==> config.mk <==
export PLATFORM = sky130hd
export DESIGN_NAME = rr_grant_arbiter
export DESIGN_NICKNAME = d
export VERILOG_FILES = /design/src/rtl/rr_grant_arbiter.sv
export SDC_FILE = /design/constraint.sdc
export NUM_CORES = 1
export LEC_CHECK = 0
export CORE_UTILIZATION = 41
export DETAILED_ROUTE_END_ITERATION = 6
export PLACE_DENSITY = 0.78
export SLEW_MARGIN = 20
export SYNTH_ARGS = -nofsm -noshare
export SYNTH_HDL_FRONTEND = slang
export SYNTH_SLANG_ARGS = --single-unit
==> constraint.sdc <==
create_clock -name clk -period 2.5 [get_ports clk]
set_input_delay 0.375 -clock clk [delete_from_list [all_inputs] [get_ports clk]]
set_output_delay 0.375 -clock clk [all_outputs]
set_load 0.02 [all_outputs]
==> src/rtl/rr_grant_arbiter.sv <==
// Round-robin arbiter with per-tenure hold limit and turnaround gap between owners.
// Optional macro RR_GRANT_ARBITER_LOCK_EN adds a lock input that suppresses the hold-limit preempt.
module rr_grant_arbiter #(
    parameter int NUM_REQ    = 4,
    parameter int MAX_HOLD   = 8,
    parameter int GAP_CYCLES = 1,
    localparam int ID_W  = (NUM_REQ > 1) ? $clog2(NUM_REQ) : 1,
    localparam int HC_W  = $clog2(MAX_HOLD) + 1,
    localparam int GAP_W = (GAP_CYCLES > 1) ? $clog2(GAP_CYCLES) : 1
) (
    input  logic               clk,
    input  logic               rst,
    input  logic [NUM_REQ-1:0] req,
`ifdef RR_GRANT_ARBITER_LOCK_EN
    input  logic               lock,
`endif
    output logic [NUM_REQ-1:0] grant,
    output logic [ID_W-1:0]    grant_id,
    output logic               grant_valid,
    output logic               preempted,
    output logic [HC_W-1:0]    hold_count,
    output logic [1:0]         dbg_state
);

    // Handshake: req is a level held while wanted; grant follows one cycle after
    // the IDLE arbitration and drops one cycle after release or preempt.
    typedef enum logic [1:0] {
        S_IDLE  = 2'd0,
        S_GRANT = 2'd1,
        S_GAP   = 2'd2
    } state_t;

    localparam logic [HC_W-1:0]  HOLD_LAST = HC_W'(MAX_HOLD - 1);
    localparam logic [GAP_W-1:0] GAP_LAST  = GAP_W'(GAP_CYCLES - 1);
    localparam logic [ID_W-1:0]  ID_LAST   = ID_W'(NUM_REQ - 1);

    state_t               state_q;
    logic [NUM_REQ-1:0]   grant_q;
    logic [ID_W-1:0]      owner_q;
    logic [ID_W-1:0]      ptr_q;
    logic [HC_W-1:0]      hold_q;
    logic [GAP_W-1:0]     gap_q;
    logic                 preempted_q;

    logic [ID_W-1:0]      sel_d;
    logic                 found_d;
    logic [ID_W-1:0]      idx_v;
    logic                 lock_on;
    logic                 release_c;
    logic                 preempt_c;

`ifdef RR_GRANT_ARBITER_LOCK_EN
    assign lock_on = lock;
`else
    assign lock_on = 1'b0;
`endif

    // Scan downward in offset so the smallest offset from ptr is the last writer.
    always_comb begin
        sel_d   = '0;
        found_d = 1'b0;
        idx_v   = '0;
        for (int i = NUM_REQ - 1; i >= 0; i--) begin
            idx_v = ID_W'((int'(ptr_q) + i) % NUM_REQ);
            if (req[idx_v]) begin
                sel_d   = idx_v;
                found_d = 1'b1;
            end
        end
    end

    assign release_c = (state_q == S_GRANT) && !req[owner_q];
    assign preempt_c = (state_q == S_GRANT) && req[owner_q] &&
                       (hold_q == HOLD_LAST) && !lock_on;

    always_ff @(posedge clk) begin
        if (!rst) begin
            state_q     <= S_IDLE;
            grant_q     <= '0;
            owner_q     <= '0;
            ptr_q       <= '0;
            hold_q      <= '0;
            gap_q       <= '0;
            preempted_q <= 1'b0;
        end else begin
            preempted_q <= 1'b0;
            case (state_q)
                S_IDLE: begin
                    if (found_d) begin
                        state_q <= S_GRANT;
                        grant_q <= {{(NUM_REQ-1){1'b0}}, 1'b1} << sel_d;
                        owner_q <= sel_d;
                        hold_q  <= '0;
                    end
                end
                S_GRANT: begin
                    if (release_c || preempt_c) begin
                        state_q     <= (GAP_CYCLES > 0) ? S_GAP : S_IDLE;
                        grant_q     <= '0;
                        owner_q     <= '0;
                        hold_q      <= '0;
                        gap_q       <= '0;
                        ptr_q       <= (owner_q == ID_LAST) ? '0 : owner_q + 1'b1;
                        preempted_q <= preempt_c;
                    end else if (hold_q != HOLD_LAST) begin
                        hold_q <= hold_q + 1'b1;
                    end
                end
                S_GAP: begin
                    if (gap_q == GAP_LAST) begin
                        state_q <= S_IDLE;
                        gap_q   <= '0;
                    end else begin
                        gap_q <= gap_q + 1'b1;
                    end
                end
                default: state_q <= S_IDLE;
            endcase
        end
    end

    assign grant       = grant_q;
    assign grant_id    = owner_q;
    assign grant_valid = |grant_q;
    assign preempted   = preempted_q;
    assign hold_count  = hold_q;
    assign dbg_state   = state_q;

endmodule

==> metrics.md <==
| Metric | Value |
|---|---|
| Ys flop type | `dfxtp_1` |
| Critical path launch point type | `input port` |
| IO buf count | `19` |
| Leakage | `~0.36 nW` |
| # rows | `15` |
| CP top delay family | `simple AND/OR/NAND/NOR gates` |
| Fmax | `0.480 GHz` |
| Largest net degree at the start of global routing | `10` |
| CP Max Fanout | `7` |
| Final setup fails | `0` |
| PD cells | `547 nW/um^2` |
| # IOs | `20` |
| Reg2Reg Setup Slack | `0.59 ns` |
| Worst Tran Pin Value | `0.556 ns` |
| Peak supply drop | `0.274 mV` |
| Unrepaired setup endpoints after global routing | `false` |
| Period utilisation layout | `83.3%` |
| Reg-to-reg startpoint | `grant_id[1]` |
| Slowest cell on crit path | `mux4_2` |
| CTS root buf | `clkbuf_4` |
| # Max-Cap Violations | `0` |
| Crit path kind | `in2reg` |
| GP Congestion | `around 0.82` |
| Diodes inserted | `0` |
| Die height | `between 40 and 50 um` |
| Crit path required time | `2.72 ns` |
| Worst Path Arrival | `2.30 ns` |
| Setup TNS | `0 ns` |
| Slew Limit Fails | `0` |
| Net Sw Frac | `a little under a third` |
| Via count | `734` |
| Worst path cell trace | `clkdlybuf4s50_1, mux4_2, and2_4, or4_1, a21oi_1` |
| Synthesized instance count | `85` |
| Crit end category | `flip-flop` |
| Area Overhead vs Synth | `33.7%` |
| Worst Skew | `0.00164 ns` |
| Status | `finished clean` |
| Filler cells | `between 150 and 200` |
| Reg2reg end | `ptr_q[0]` |
| Die X-Extent | `44.8 um` |
| Final Hold Violating Endpoints | `0` |
| Final worst setup slack | `0.419 ns` |
| Final hold slack | `0.475 ns` |
| Clock Latency Late Sink | `0.29 ns` |
| Vias in the first global route | `between 600 and 700` |
| Multi-input logic area | `427 um^2` |
| Switching pwr | `roughly 0.17 mW` |
| Antenna viol nets, final | `0` |
| Most frequent cells in the layout | `clkdlybuf4s50_1, dfxtp_1, a21oi_1` |
| Remaining DRCs | `0` |
| Sequential fraction of the synthesis area | `40.1%` |
| Setup bufs post-CTS | `0` |
| Worst Setup SP | `req[3]` |
| DP HPWL | `1.30 mm` |
| Initial Utilization | `43.4%` |
| Clock Pin Slew Worst Setup and Hold Paths | `0.09 ns` |
| Cell area after synthesis | `749 um^2` |
| GRT overflow | `0` |
| Warnings from Yosys | `0` |
| Die area | `~2000 um^2` |
| Post_cts resized | `0` |
| Worst Setup EP | `ptr_q[0]` |
| Placed insts | `129` |
| Drt wl/cell | `between 10 and 15 um` |
| Largest stage delay on the critical path | `between 0.5 and 0.6 ns` |
| CTS tree | `done` |
| Tot GR Track Use | `18.7%` |
| Post-CTS Hold Buffers | `0` |
| Internal | `0.379 mW` |
| Setup WS pre-CTS | `0.154 ns` |
| Sequential share of power | `between 40% and 50%` |
| Worst path depth | `5` |
| CORE AREA | `1730 um^2` |
| Relative slew slack | `about 63%` |
| Non-Filler Instances | `approximately 130` |
| Minimum clock period | `2.08 ns` |
| Comb power frac | `25.6%` |
| Worst Hold Class | `reg2reg` |
| Initial DRC Count | `15` |
| Storage cell area | `around 300 um^2` |
| CTS max path bufs | `2` |
| Commonest non-fill, non-tap cell in the layout | `clkdlybuf4s50_1` |
| Final wirelength | `1.69 mm` |
| Asr flop ratio synth | `0%` |
| Synthesized flop and latch total | `15` |
| Worst-case reg-to-reg path depth | `4` |
| Post-synth cell types | `33` |
| Mean post-synth cell area | `about 8.8 um^2` |
| Initial antenna violation count | `0` |
| Routed vias/inst | `5.52` |
| Clk sinks | `15` |
| Crit path buf inv count | `1` |
| Layout cells sized above 1 | `between 10% and 20%` |
| Area after DPL | `975 um^2` |
| EDFF count, synth | `0` |
| H-tree levels | `1` |
| Drt pass-1 iters | `5` |
| Syn_nets | `93` |
| First-pass GRT wire length | `2.65 mm` |
| Cts bufs inserted | `3` |
| Fin area | `1000 um^2` |
| Fin nets | `between 100 and 150` |
| Clock power frac | `25.4%` |
## power by group through the flow
stage | Combinational (mW) | Sequential (mW) | Clock [mW]
3_5_place_dp | 0.140 | 0.274 | 0
6_report | 0.141 | 0.269 | 0.139
2_1_floorplan | 0.0707 | 0.284 | 0
3_3_place_gp | 0.137 | 0.273 | 0
4_1_cts | 0.140 | 0.268 | 0.145
5_1_grt | 0.152 | 0.272 | 0.155
## final cells by class
class | count | area share, %
Clock buffer | 3 | 2.25
Tap cell | 25 | 3.12
Clock inverter | 1 | 0.499
Multi-Input combinational cell | 64 | 42.6
Timing Repair Buffer | 20 | 19.7
Inverter | 5 | 1.87
Sequential cell | 15 | 30.0
## per-layer routing
layer,global-route usage (%),vias to the layer above,part of all wire (%)
met3,3.60,2,4.9
li1,-,373,-
met1,23.8,334,46
met5,0,-,0
met2,30.3,25,47
met4,9.09,0,1.5
## flip-flops by register name (all words and copies together) (netlist names)
name        flops
grant           4
ptr_q           2
grant_id        2
hold_count      4
dbg_state       2
preempted       1
## how the worst min path moves through the flow
stage,from,to,slack [ns],depth (start not counted)
global placement,grant[0],grant[0],0.46,2
finish,grant[2],grant[2],0.47,2
detailed placement,grant[2],grant[2],0.47,2
global route,grant[2],grant[2],0.52,2
floorplan,ptr_q[0],ptr_q[0],0.46,2
CTS,grant[2],grant[2],0.48,2
## per-stage QoR
step	utilization, %	total power, mW
global route	58.0	0.578
finish	58.0	0.548
detailed placement	56.4	0.414
CTS	58.0	0.554
global placement	56.4	0.410
floorplan	-	0.355
## worst register-to-register path, cell delays in order (launching register included)
cell and delay, ns:
dfxtp_1 0.43, mux4_2 0.60, and2_4 0.18, or4_1 0.47, a21oi_1 0.17
## logic make-up (layout without fill, tap and decap cells)
kind of cell	after synthesis	in the layout	synth area share [%]
simple gates	33	33	25.4
compound gates	27	27	23.9
fa+ha+maj	2	2	3.34
mux	2	2	4.34
flops	15	15	40.1
buf+inv	6	29	3.00
## Yosys cell counts, drive strengths merged, types with 2 or more instances
master,number,area [um^2]
a21o,2,15.0
a21oi,9,45.0
a22o,2,17.5
dfxtp,15,300
ha,2,25.0
inv,4,15.0
nand2,4,15.0
nand2b,3,18.8
nand3,5,25.0
nand3b,2,15.0
nor2,5,18.8
nor3,4,20.0
nor4,2,12.5
o21ai,5,25.0
o32ai,2,17.5
or4,3,26.3
No activity file was read; power rests on OpenSTA's default activity.
